**config.mk**
```make
export PLATFORM = sky130hd
export DESIGN_NAME = bus_poller
export DESIGN_NICKNAME = d
export VERILOG_FILES = /design/src/rtl/bus_poller.sv
export SDC_FILE = /design/constraint.sdc
export NUM_CORES = 1
export LEC_CHECK = 0
export ABC_AREA = 1
export CORE_MARGIN = 2
export CORE_UTILIZATION = 50
export CTS_BUF_LIST = sky130_fd_sc_hd__clkbuf_2 sky130_fd_sc_hd__clkbuf_4 sky130_fd_sc_hd__clkbuf_8
export CTS_CLUSTER_SIZE = 16
export DETAILED_ROUTE_END_ITERATION = 6
export GPL_TIMING_DRIVEN = 0
export PLACE_DENSITY = 0.78
export SLEW_MARGIN = 20
export SYNTH_ARGS = -nofsm -noshare
export SYNTH_HDL_FRONTEND = slang
export SYNTH_SLANG_ARGS = --single-unit
export TNS_END_PERCENT = 30
```
**constraint.sdc**
```tcl
create_clock -name clk -period 1.55 [get_ports clk]
set_input_delay 0.2325 -clock clk [delete_from_list [all_inputs] [get_ports clk]]
set_output_delay 0.2325 -clock clk [all_outputs]
set_load 0.05 [all_outputs]
```
**src/rtl/bus_poller.sv**
```systemverilog
// Round-robin reader for a shared tri-state bus: enables one source at a time,
// waits SETTLE cycles, captures the bus and offers it downstream via valid/ready.
module bus_poller #(
    parameter int unsigned WIDTH   = 4,
    parameter int unsigned NUM_SRC = 4,
    parameter int unsigned SETTLE  = 1
) (
    input  logic                       clk,
    input  logic                       reset,
    input  logic                       start,
    input  logic [WIDTH-1:0]           bus_in,
    output logic [NUM_SRC-1:0]         en_out,
    output logic [WIDTH-1:0]           dato,
    output logic [$clog2(NUM_SRC)-1:0] fuente,
    output logic                       valido,
    input  logic                       listo,
    output logic                       ocupado
);
    localparam int unsigned IW = $clog2(NUM_SRC);

    typedef enum logic [1:0] {IDLE, DRIVE, CAPTURE, HOLD} state_t;

    state_t        state;
    logic [IW-1:0] idx;
    logic [IW-1:0] idx_nxt;
    logic [3:0]    cnt;

    assign idx_nxt = idx + IW'(1);

    // en_out and ocupado are loaded on the transitions that lead into the
    // states where they apply, so they stay pure flop outputs.
    always_ff @(posedge clk or negedge reset) begin
        if (!reset) begin
            state   <= IDLE;
            idx     <= '0;
            cnt     <= '0;
            en_out  <= '0;
            dato    <= '0;
            fuente  <= '0;
            valido  <= 1'b0;
            ocupado <= 1'b0;
        end else begin
            case (state)
                IDLE: begin
                    if (start) begin
                        idx     <= '0;
                        cnt     <= '0;
                        en_out  <= NUM_SRC'(1);
                        ocupado <= 1'b1;
                        state   <= DRIVE;
                    end
                end
                DRIVE: begin
                    cnt <= cnt + 4'd1;
                    if (cnt == 4'(SETTLE - 1)) begin
                        state <= CAPTURE;
                    end
                end
                CAPTURE: begin
                    dato   <= bus_in;
                    fuente <= idx;
                    valido <= 1'b1;
                    en_out <= '0;
                    state  <= HOLD;
                end
                HOLD: begin
                    if (listo) begin
                        valido <= 1'b0;
                        cnt    <= '0;
                        if (idx == IW'(NUM_SRC - 1)) begin
                            idx <= '0;
                            if (start) begin
                                en_out <= NUM_SRC'(1);
                                state  <= DRIVE;
                            end else begin
                                ocupado <= 1'b0;
                                state   <= IDLE;
                            end
                        end else begin
                            idx    <= idx_nxt;
                            en_out <= NUM_SRC'(1) << idx_nxt;
                            state  <= DRIVE;
                        end
                    end
                end
                default: state <= IDLE;
            endcase
        end
    end
endmodule

```
# Yosys cells after proc, flatten, opt, wreduce, memory -nomap -nowiden
# Cells that the tools add are included.
# word_totals
wordCells	56
output_inout_bits	12
inputBits	8
regBits	20
# op_classes
mux	24
reduce_logical	12
add_sub_neg	2
eq_ne	9
shift	1
# op_table
op	count
$pmux 4 s3	2
$mux 4	5
$mux 2	7
$ne 2x2->1 const B	5
$reduce_and 3->1	3
$pmux 2 s4	1
$eq 2x2->1 const B	3
$mux 1	6
$reduce_bool 3->1	2
$reduce_and 5->1	1
$add 4x1->4 const B	1
$logic_not 4->1	1
$pmux 1 s2	2
$pmux 2 s2	1
$reduce_and 2->1	2
$reduce_bool 2->1	2
$shl 1x2->4 const A	1
$add 2x1->2 const B	1
$eq 2x1->1 const B	1
$logic_not 2->1	1

# Logic depth before layout (Yosys ltp)
# depth
word_depth	5
depth_mapped	9
ltp_nobuf	9

# Worst setup path before layout
# OpenSTA, ideal clock, no wires.
# synth_path
kind	flip-flop to flip-flop
startpoint	register state[0]
endpoint	register ocupado
required_ns	1.431
path_slack_ns	0.286
synth_period_minus_slack_ns	1.264
setup_ns	0.119
n_path_buf	1
arrival_ns	1.144
path_stages_with_launch	9
cell_sequence	dfrtp_1 -> ha_1 -> buf_6 -> nand2_8 -> nand2_2 -> nor2_1 -> nand2_1 -> nand2_1 -> nand2_1
# synth_between
elab_chain_cells	3
elab_cells_between_ends	9
classes_between	5 x eq/ne; 1 x mux; 3 x reduce/logical
# synth_lines
item	line_no	text
start, declared	23	state_t state;
start signal, assigned	34	state <= IDLE;
start signal, assigned	50	state <= DRIVE;
start signal, assigned	56	state <= CAPTURE;
$eq 2x2->1 / $logic_not 2->1 (equally long branches)	43	case (state)
$ne 2x2->1 (no line) / $reduce_bool 2->1 (equally long branches)	n/a	
$reduce_and 5->1 (no line)	n/a	
end signal, assigned	41	ocupado <= 1'b0;
end signal, assigned	49	ocupado <= 1'b1;
end signal, assigned	76	ocupado <= 1'b0;
end, declared	17	output logic ocupado
# Parallel ways exist; a longest one is shown, timed or not.
# A chain may end at the register's enable or synchronous reset.

# Worst setup path after layout
# layout_path
startpoint	register en_out[2]
endpoint	output port en_out[2]
# layout_lines
item	line_no	text
start, declared	12	output logic [NUM_SRC-1:0] en_out,
start signal, assigned	81	en_out <= NUM_SRC'(1) << idx_nxt;
# No word-level cell between the ends.

==> flow_summary.json <==
{
  "fin_worst_skew_ps": 5.47,
  "cp_top_family": "buffers and inverters",
  "crit_type": "reg -> out",
  "setup_viol": 0,
  "preCtsSetupSlack_ps": 115,
  "async_reset_ff_frac": 1.00,
  "end_kind": "output pin",
  "fin_area_sq_um": 1480,
  "fp.dieH_um": 53.6,
  "nets": 191,
  "hold_viol_final": 0,
  "clk_path_buf_depth": 2,
  "crit_fanout": 4,
  "status": "complete, no violations",
  "synth-seq-cells": 20,
  "critical_path_buf_inv_count": 1,
  "setup_ws_ps": 71.1,
  "diodes": 0,
  "antenna_found_initial": 0,
  "portBuffers": 19,
  "clk_pin_slew_ps": 120,
  "final_util": 0.650,
  "crit_arrival_ps": 1250,
  "max_freq_ghz": 0.676,
  "hpwl_um": 1740,
  "synth_top_area_frac": 0.407,
  "max_cap_viol_count": 0,
  "synth_fp_nets": 167,
  "grt_pass1_wl_um": 4000,
  "synthTopCellsByArea": "dfrtp_1 (41%), ha_1 (12%), nand2_1 (12%), nand3_1 (5.3%), inv_1 (4.9%)",
  "critPathLaunchType": "flop",
  "dpl-instance-area_sq_um": 1460,
  "dieArea_sq_um": 2880,
  "drive_gt1_frac": 0.135,
  "wl_per_cell_um": 11.3,
  "worstPathCellList": "dlygate4sd2_1",
  "synth_most_common_cell": "nand2_1",
  "synthFlopType": "dfrtp_1",
  "die_w_um": 53.6,
  "dr.pass1.iters": 4,
  "clock-sinks": 20,
  "cts-buffers-inserted": 3,
  "drtAntennaViolNets": 0,
  "track_usage": 0.190,
  "yosysWarnings": 0,
  "crit_required_ps": 1320,
  "syn_to_final_growth_pct": 20.2,
  "slew_headroom": 0.407,
  "synth_cell_types": 22,
  "fin_crit_ps": 1480,
  "cts_setup_buffers": 0,
  "postCtsHoldBufs": 0,
  "fin_total_pwr_w": 0.00332,
  "io_pins": 20,
  "yosysSeqAreaShare": 0.407,
  "fin_tns_setup_ps": 0,
  "htreeDepth": 1,
  "netlist_instances": 147,
  "grt_max_degree": 21,
  "avgSynthCellArea_sq_um": 8.38,
  "num_rows": 17,
  "tritoncts": "built",
  "overflow": 0,
  "core_sq_um": 2280,
  "p_leak_nw": 0.783,
  "first_iter_violations": 15,
  "start_util": 0.541,
  "wl_um": 2240,
  "power.density_nw_per_um2": 2240,
  "rsz0062_at_grt": "false",
  "drv_slew": 0,
  "worst_pin_slew_ps": 887,
  "slowest_delay_ps": 540,
  "synth_top_area_cell": "dfrtp_1",
  "place_congestion": 0.807,
  "critical-path-slowest-cell": "dlygate4sd2_1",
  "netlist_area_sq_um": 1230,
  "clockRootBuffer": "clkbuf_4",
  "drc": 0,
  "max-vdd-ir-drop_uv": 1390,
  "min_path_type": "in -> async",
  "grt_pass1_vias": 955,
  "vias": 967,
  "synth_common_cells": "nand2_1 (40), dfrtp_1 (20), inv_1 (16)",
  "synth_edf_count": 0,
  "period_share": 0.954,
  "vias_per_cell": 4.88,
  "clk_latency_ps": 310
}
-- cells by family after synthesis --
family,Yosys count,synth area share
XOR/XNOR,1,0.00712
AO/OA/AOI/OAI,18,0.0772
flip-flops,20,0.407
AND/OR/NAND/NOR,72,0.294
adder cells (fa/ha/maj),12,0.122
buffers and inverters,24,0.0935
-- area by class of cell --
cell class	instances	area [sq um]
fillers	192	796
clock buffers	4	36.3
well taps	28	35.0
multi-input cells	103	618
plain buffers	2	22.5
inverters	22	92.6
repair buffers	19	175
flip-flops and latches	20	500
-- layer usage --
metal  GRT usage  vias to the layer above  wire length [um]
li1            -                      505                 -
met1       0.239                      432              1050
met2       0.331                       28              1050
met3      0.0278                        2               118
met4      0.0684                        0                21
met5           0                        -                 0
-- repair_timing --
action                                  in CTS  in global routing
resized for setup                           12                  1
pin swaps                                    0                  0
endpoints found under the setup margin      12                  3
gates cloned                                 0                  0
-- path summary, 6_finish.rpt --
kind,start,end,slack [ps],cells past startpoint
worst max-delay path,en_out[2],en_out[2],70,1
worst min-delay path,reset,dato[1],400,1
worst max register to register,state[1],en_out[2],180,8
worst min register to register,dato[3],dato[3],490,2
max in group asynchronous,reset,fuente[0],600,1
min in group clk,bus_in[0],dato[0],450,3
-- layout by cell type (no fill, tap or decap), types with 4 or more instances in the layout --
| cell | synthesis | final |
|---|---|---|
| dfrtp_1 | 20 | 20 |
| nand3_1 | 13 | 13 |
| o21ai_0 | 9 | 9 |
| ha_1 | 12 | 11 |
| nor2_1 | 8 | 8 |
| dlygate4sd2_1 | 0 | 12 |
| clkdlybuf4s50_1 | 0 | 7 |
| nand2_1 | 40 | 40 |
| nand2_2 | 4 | 4 |
| o21ai_1 | 4 | 4 |
| inv_2 | 4 | 4 |
| inv_1 | 16 | 16 |
-- registers in the layout (all words and copies together) (netlist names) --
register / cells
cnt: 4
fuente: 2
dato: 4
state: 2
en_out: 4
ocupado: 1
idx: 2
valido: 1
-- power by group --
group	switching (W)	total [W]	internal (W)
logic	0.00142	0.00208	0.000667
registers	0.000172	0.000922	0.000750
clock network	0.000170	0.000313	0.000144
total	0.00176	0.00332	0.00156
-- stage by stage --
stage	hold WS, ps	cells
2_1_floorplan	-63.1	147
3_5_place_dp	463	194
6_report	405	198
5_1_grt	473	198
3_3_place_gp	458	194
4_1_cts	443	198
No activity file was read; power rests on OpenSTA's default activity.
